**src/rtl/uart_rx_param.sv**
```systemverilog
// Parametrised UART receiver: two-flop input synchroniser, mid-bit sampling FSM,
// parity/framing checks and a single-entry valid/ready output register.
module uart_rx_param #(
    parameter int unsigned DATA_BITS    = 8,
    parameter int unsigned CLKS_PER_BIT = 16,
    parameter int unsigned PARITY       = 0,
    parameter int unsigned STOP_BITS    = 1
) (
    input  logic                 clk,
    input  logic                 rst,
    input  logic                 rx_enable,
    input  logic                 rx_in,
    output logic [DATA_BITS-1:0] rx_data,
    output logic                 rx_valid,
    input  logic                 rx_ready,
    output logic                 rx_parity_err,
    output logic                 rx_frame_err,
    output logic                 rx_overrun,
    output logic                 rx_busy
);

    localparam int unsigned     CntW      = $clog2(CLKS_PER_BIT);
    localparam logic [CntW-1:0] HalfLoad  = CntW'(CLKS_PER_BIT / 2 - 1);
    localparam logic [CntW-1:0] FullLoad  = CntW'(CLKS_PER_BIT - 1);
    localparam logic [3:0]      LastData  = 4'(DATA_BITS - 1);
    localparam logic [3:0]      LastStop  = 4'(STOP_BITS - 1);
    localparam logic            HasParity = (PARITY != 0);
    localparam logic            OddParity = (PARITY == 2);

    typedef enum logic [2:0] {StIdle, StStart, StData, StParity, StStop} state_e;

    state_e                state_q, state_d;
    logic                  sync_q, rxs_q;
    logic [CntW-1:0]       cnt_q, cnt_d;
    logic [3:0]            idx_q, idx_d;
    logic [DATA_BITS-1:0]  shreg_q, shreg_d;
    logic                  perr_q, perr_d;
    logic                  ferr_q, ferr_d;
    logic                  tick;
    logic                  frame_done;

    // Two-flop synchroniser; both flops reset to the idle line level.
    always_ff @(posedge clk or posedge rst) begin
        if (rst) begin
            sync_q <= 1'b1;
            rxs_q  <= 1'b1;
        end else begin
            sync_q <= rx_in;
            rxs_q  <= sync_q;
        end
    end

    // FSM and datapath state registers.
    always_ff @(posedge clk or posedge rst) begin
        if (rst) begin
            state_q <= StIdle;
            cnt_q   <= '0;
            idx_q   <= '0;
            shreg_q <= '0;
            perr_q  <= 1'b0;
            ferr_q  <= 1'b0;
        end else begin
            state_q <= state_d;
            cnt_q   <= cnt_d;
            idx_q   <= idx_d;
            shreg_q <= shreg_d;
            perr_q  <= perr_d;
            ferr_q  <= ferr_d;
        end
    end

    assign tick    = (cnt_q == '0);
    assign rx_busy = (state_q != StIdle);

    // Next-state logic: every sample is taken when the bit counter reaches zero.
    always_comb begin
        state_d    = state_q;
        cnt_d      = cnt_q;
        idx_d      = idx_q;
        shreg_d    = shreg_q;
        perr_d     = perr_q;
        ferr_d     = ferr_q;
        frame_done = 1'b0;
        if (!rx_enable) begin
            state_d = StIdle;
        end else begin
            unique case (state_q)
                StIdle: begin
                    if (!rxs_q) begin
                        state_d = StStart;
                        cnt_d   = HalfLoad;
                        idx_d   = '0;
                        perr_d  = 1'b0;
                        ferr_d  = 1'b0;
                    end
                end
                StStart: begin
                    if (!tick) begin
                        cnt_d = cnt_q - CntW'(1);
                    end else if (rxs_q) begin
                        state_d = StIdle;
                    end else begin
                        state_d = StData;
                        cnt_d   = FullLoad;
                    end
                end
                StData: begin
                    if (!tick) begin
                        cnt_d = cnt_q - CntW'(1);
                    end else begin
                        // LSB arrives first, so shift in from the top.
                        shreg_d = {rxs_q, shreg_q[DATA_BITS-1:1]};
                        cnt_d   = FullLoad;
                        if (idx_q == LastData) begin
                            idx_d   = '0;
                            state_d = HasParity ? StParity : StStop;
                        end else begin
                            idx_d = idx_q + 4'd1;
                        end
                    end
                end
                StParity: begin
                    if (!tick) begin
                        cnt_d = cnt_q - CntW'(1);
                    end else begin
                        perr_d  = (^shreg_q) ^ rxs_q ^ OddParity;
                        cnt_d   = FullLoad;
                        idx_d   = '0;
                        state_d = StStop;
                    end
                end
                StStop: begin
                    if (!tick) begin
                        cnt_d = cnt_q - CntW'(1);
                    end else begin
                        ferr_d = ferr_q | ~rxs_q;
                        cnt_d  = FullLoad;
                        if (idx_q == LastStop) begin
                            frame_done = 1'b1;
                            state_d    = StIdle;
                        end else begin
                            idx_d = idx_q + 4'd1;
                        end
                    end
                end
                default: state_d = StIdle;
            endcase
        end
    end

    // Output slot: load on completion if free or being accepted, else flag overrun.
    always_ff @(posedge clk or posedge rst) begin
        if (rst) begin
            rx_data       <= '0;
            rx_valid      <= 1'b0;
            rx_parity_err <= 1'b0;
            rx_frame_err  <= 1'b0;
            rx_overrun    <= 1'b0;
        end else if (frame_done && (!rx_valid || rx_ready)) begin
            rx_data       <= shreg_q;
            rx_parity_err <= perr_q;
            rx_frame_err  <= ferr_d;
            rx_valid      <= 1'b1;
            if (rx_valid) begin
                rx_overrun <= 1'b0;
            end
        end else if (frame_done) begin
            rx_overrun <= 1'b1;
        end else if (rx_valid && rx_ready) begin
            rx_valid   <= 1'b0;
            rx_overrun <= 1'b0;
        end
    end

endmodule

```
**config.mk**
```make
export PLATFORM = sky130hd
export DESIGN_NAME = uart_rx_param
export DESIGN_NICKNAME = d
export VERILOG_FILES = /design/src/rtl/uart_rx_param.sv
export SDC_FILE = /design/constraint.sdc
export NUM_CORES = 1
export LEC_CHECK = 0
export CAP_MARGIN = 20
export CORE_UTILIZATION = 25
export DETAILED_ROUTE_END_ITERATION = 10
export DONT_BUFFER_PORTS = 1
export PLACE_DENSITY = 0.38
export SYNTH_ARGS = -nofsm -noshare
export SYNTH_HDL_FRONTEND = slang
export SYNTH_SLANG_ARGS = --single-unit
```
**constraint.sdc**
```tcl
create_clock -name clk -period 5.1 [get_ports clk]
set_input_delay 0.765 -clock clk [delete_from_list [all_inputs] [get_ports clk]]
set_output_delay 0.765 -clock clk [all_outputs]
set_load 0.01 [all_outputs]
```
# After elaboration in Yosys (flattened, before gate mapping)
# Index checks and enable logic that the tools add are counted.
[totals] ff_bits=35 inputBits=5 elab_cells=99
[op_classes] addsub=2 eq_ne=20 muxes=39 n_bitwise=3 n_reduce_logical=22
[ops] op="$mux 4" count=10
[ops] op="$mux 3" count=8
[ops] op="$ne 3x3->1 const B" count=8
[ops] op="$pmux 4 s4" count=1
[ops] op="$mux 1" count=15
[ops] op="$pmux 3 s5" count=1
[ops] op="$reduce_and 7->1" count=2
[ops] op="$ne 2x2->1 const B" count=6
[ops] op="$pmux 4 s3" count=1
[ops] op="$reduce_bool 3->1" count=3
[ops] op="$logic_not 4->1" count=2
[ops] op="$reduce_and 4->1" count=2
[ops] op="$reduce_xor 8->1" count=1
[ops] op="$eq 3x2->1 const B" count=2
[ops] op="$add 4x1->4 const B" count=1
[ops] op="$eq 4x3->1 const B" count=1
[ops] op="$pmux 1 s2" count=2
[ops] op="$reduce_and 2->1" count=2
[ops] op="$reduce_bool 2->1" count=2
[ops] op="$reduce_bool 4->1" count=1
[ops] op="$sub 4x1->4 const B" count=1
[ops] op="$eq 3x1->1 const B" count=1
[ops] op="$eq 3x3->1 const B" count=1
[ops] op="$logic_not 3->1" count=1
[ops] op="10 further kinds" count=11

# Longest topological paths before layout
[logic_depth] word_depth=8 mapped_depth=7 ltp_nobuf=6

# Least setup slack after synthesis
# No wires, ideal clock.
[synth_path] path_type="reg2reg" from="register cnt_q[0]" to="register idx_q[2]" setup_ps=124 arrival_ps=1748 t_required_ps=4976 setup_slack_ps=3228 stages_incl_launch_ff=8 n_path_buf=1 path_cell_list="dfrtp_1 inv_1 ha_1 nor3b_4 clkbuf_8 a21oi_2 or3_4 a211o_1"
[synth_via] elab_chain_len=3 word_cells_on_any_way=5
[synth_lines] element="start, declared" line_no="34" source="logic [CntW-1:0] cnt_q, cnt_d;"
[synth_lines] element="start signal, assigned" line_no="64" source="cnt_q <= cnt_d;"
[synth_lines] element="$logic_not 4->1 (*)" line_no="72" source="assign tick = (cnt_q == '0);"
[synth_lines] element="$ne 2x2->1 (no source line)"
[synth_lines] element="$reduce_and 7->1 (no source line) (*)"
[synth_lines] element="end signal, assigned" line_no="65" source="idx_q <= idx_d;"
[synth_lines] element="end, declared" line_no="35" source="logic [3:0] idx_q, idx_d;"
# Every way passes the cells marked *; elsewhere a longest branch is shown, timed or not.
# A chain may end at the register's enable or synchronous reset.

# Final worst setup path
[layout_path] from="register cnt_q[0]" to="register state_q[1]"
[layout_via] elab_chain_len=3 word_cells_on_any_way=6
[layout_lines] element="$logic_not 4->1 (*)" line_no="72"
[layout_lines] element="$ne 3x3->1 (no source line)"
[layout_lines] element="$reduce_and 7->1 (no source line) (*)"
[layout_lines] element="end signal, assigned" line_no="56" source="state_q <= StIdle;"
[layout_lines] element="end signal, assigned" line_no="63" source="state_q <= state_d;"
[layout_lines] element="end, declared" line_no="32" source="state_e state_q, state_d;"
# Marked as above.

==> flow_metrics.env <==
export IMPL_status="finished clean"
export IMPL_path_cells="inv_1 > ha_1 > nor3b_4 > a21boi_0 > or4b_1 > a21boi_1"
export IMPL_cp_required_ps=5320
export IMPL_synth_area_sq_um=1868
export IMPL_drc=0
export IMPL_design_die_area_sq_um=7822
export IMPL_routabilityCongestion=0.7935
export IMPL_setup_violations=0
export IMPL_syn_nets=156
export IMPL_grt_max_degree=36
export IMPL_grt_antenna_before_repair=0
export IMPL_reg2reg_depth=6
export IMPL_regToRegEndpoint="state_q[1]"
export IMPL_cts_made_buffers=5
export IMPL_p_switching_uw=240.2
export IMPL_rows=31
export IMPL_end_kind="flop"
export IMPL_grt_overflow_total=0
export IMPL_synth_edff_count=0
export IMPL_holdBufCountCts=0
export IMPL_hp_class="reg -> reg"
export IMPL_cpPeakStageDelay_ps=560
export IMPL_synth_most_common_cell="dfrtp_1"
export IMPL_slew_violations=0
export IMPL_whs_path_depth=0
export IMPL_hold_viol=0
export IMPL_clockBufferDepth=2
export IMPL_core_area_sq_um=7253
export IMPL_die_w_um=88.44
export IMPL_clk_latency_ps=290
export IMPL_power_frac_comb_pct=21.6
export IMPL_tritoncts="built"
export IMPL_final_layout_size_suffix_gt1_share_pct=29.61
export IMPL_ys_seq_elements=35
export IMPL_yosys_area_top_type="dfrtp_1"
export IMPL_netlist_top_cells_count="dfrtp_1, mux2_2, inv_1"
export IMPL_routed_wl_um=3535
export IMPL_grt_pass1_wl_um=6058
export IMPL_worst_pin_slew_ps=611.0
export IMPL_intPower_uw=509.8
export IMPL_tns_ps=0
export IMPL_initial_core_util_pct=25.75
export IMPL_slew_headroom_pct=59.22
export IMPL_hold_path_end="rxs_q"
export IMPL_power_density_nw_per_um2=363.3
export IMPL_dr_pass1_iters=4
export IMPL_ys_warn_count=0
export IMPL_synth_seq_area_share_pct=47.02
export IMPL_cts_sinks=35
export IMPL_cp_arrival_ps=2630
export IMPL_postRouteAntennaNets=0
export IMPL_n_antenna_cell=0
export IMPL_fin_nets=159
export IMPL_vdd_drop_max_v=0.0001007
export IMPL_start_kind="flop"
export IMPL_async_reset_ff_share_pct=100.0
export IMPL_pwr_share_seq_pct=43.2
export IMPL_dpl_hpwl_um=2487
export IMPL_max_cap_violations=0
export IMPL_cp_max_fo=12
export IMPL_postCtsResizedCells=0
export IMPL_yosysTopAreaCellShare_pct=44.21
export IMPL_synth_top_flop_cell="dfrtp_1"
export IMPL_sw_frac_of_total_pct=32.02
export IMPL_clk_pin_slew_ps=80
export IMPL_track_usage_pct=10.25
export IMPL_ys_types=58
export IMPL_fin_skew_ps=6.556
export IMPL_vias=1143
export IMPL_dpl_worst_slack_ps=2717
export IMPL_postSynthAreaPerCell_sq_um=12.62
export IMPL_die_h_um=88.44
export IMPL_synth_cells=148
export IMPL_cp_slowest_cell="nor3b_4"
export IMPL_ioPinCount=18
export IMPL_reg2reg_setup_slack_ps=2690
export IMPL_htree_levels=2
export IMPL_min_from="sync_q"
export IMPL_post_cts_buffers=0
export IMPL_min_period_ps=2411
export IMPL_timing_critical_path_max_delay_family="simple AND/OR/NAND/NOR gates"
export IMPL_worstSetupPathType="reg -> reg"
export IMPL_clockPowerShare_pct=35.2
export IMPL_port_buffer_count=0
export IMPL_cp_num_buf_inv=1
export IMPL_cts_root_buf="clkbuf_8"
export IMPL_rsz0062_at_grt="no"
export IMPL_fin_crit_sh_pct=47.28
export IMPL_p_leak_uw=0.0008945
export IMPL_wl_per_cell_um=14.08
export IMPL_synthTopCellsByArea="dfrtp_1, mux2_2, xnor2_1, dfstp_2, ha_1"
export IMPL_setup_ws_ps=2689
export IMPL_vias_per_cell=4.554
export IMPL_drt_initial_drc_count=54
export IMPL_syn_to_final_growth_pct=10.52
export IMPL_max_freq_mhz=414.7
export IMPL_first_global_vias=1205
export IMPL_reg2reg_from="cnt_q[0]"
state kept, by name, indices dropped and copies added (netlist names):
register,count
rx_data,8
shreg_q,8
cnt_q,4
idx_q,4
state_q,3
ferr_q,1
perr_q,1
rx_frame_err,1
rx_overrun,1
rx_parity_err,1
rx_valid,1
rxs_q,1
sync_q,1
cells by family (layout without fill, tap and decap cells):
group	Yosys count	in the layout	synth area share [%]
simple gates	36	36	16.74
xor+xnor	9	9	4.957
flops	35	35	47.02
buf+inv	15	19	4.756
fa+ha+maj	3	3	2.010
compound gates	29	29	11.99
mux	21	21	12.53
area by class of cell:
class / instances / area, sq um
fill: 757 / 5189
multi-input combinational: 98 / 900.9
sequential: 35 / 878.3
tap: 99 / 123.9
clock buffer: 5 / 68.82
clock inverter: 3 / 47.55
inverter: 10 / 37.54
timing repair buffer: 1 / 7.507
how the worst max path moves through the flow:
stage | to | cells after the start | from
after floorplan | idx_q[2] | 7 | cnt_q[0]
after global placement | state_q[1] | 6 | cnt_q[0]
after detailed placement | state_q[1] | 6 | cnt_q[0]
after CTS | state_q[1] | 6 | cnt_q[0]
after global routing | state_q[1] | 6 | cnt_q[0]
final | state_q[1] | 6 | cnt_q[0]
per-stage QoR:
| stage | std cells | hold slack, ps | total power (uW) | utilization [%] | instance area [sq um] |
|---|---|---|---|---|---|
| CTS | 251 | 360.6 | 762.9 | 28.46 | 2064 |
| finish | 251 | 358.7 | 749.9 | 28.46 | 2064 |
| detailed placement | 243 | 347.9 | 494.2 | 26.86 | 1948 |
| global route | 251 | 368.6 | 796.5 | 28.46 | 2064 |
| floorplan | 148 | 345.2 | 470.9 | - | 1868 |
| global placement | 243 | 348.8 | 491.4 | 26.86 | 1948 |
power by group through the flow:
stage	combinational, uW	sequential, uW	clock [uW]
3_3_place_gp	162	329	0
4_1_cts	165	324	274
3_5_place_dp	164	330	0
6_report	162	324	264
2_1_floorplan	161	310	0
5_1_grt	183	329	285
layout by cell type, fill, tap and decap left out, types with 2 or more instances in the layout:
cell type	instances
a21oi_1	3
a21oi_2	2
a2bb2oi_1	2
a41oi_1	2
and3_1	2
clkbuf_8	5
dfrtp_1	33
dfstp_2	2
ha_1	3
inv_1	10
mux2_2	19
mux2i_1	2
nand2_1	4
nand2b_1	3
nor3_1	3
nor3b_1	2
nor4_1	2
nor4b_1	2
o21a_1	2
o21ai_0	2
o41ai_1	2
or4b_1	2
xnor2_1	7
layer usage:
| layer | part of all wire [%] | global-route usage [%] |
|---|---|---|
| met1 | 47 | 13.28 |
| met2 | 47 | 15.73 |
| met3 | 5.7 | 4.478 |
| met4 | 0.68 | 2.493 |
| met5 | 0 | 0 |
(Power assumes the default switching activity.)
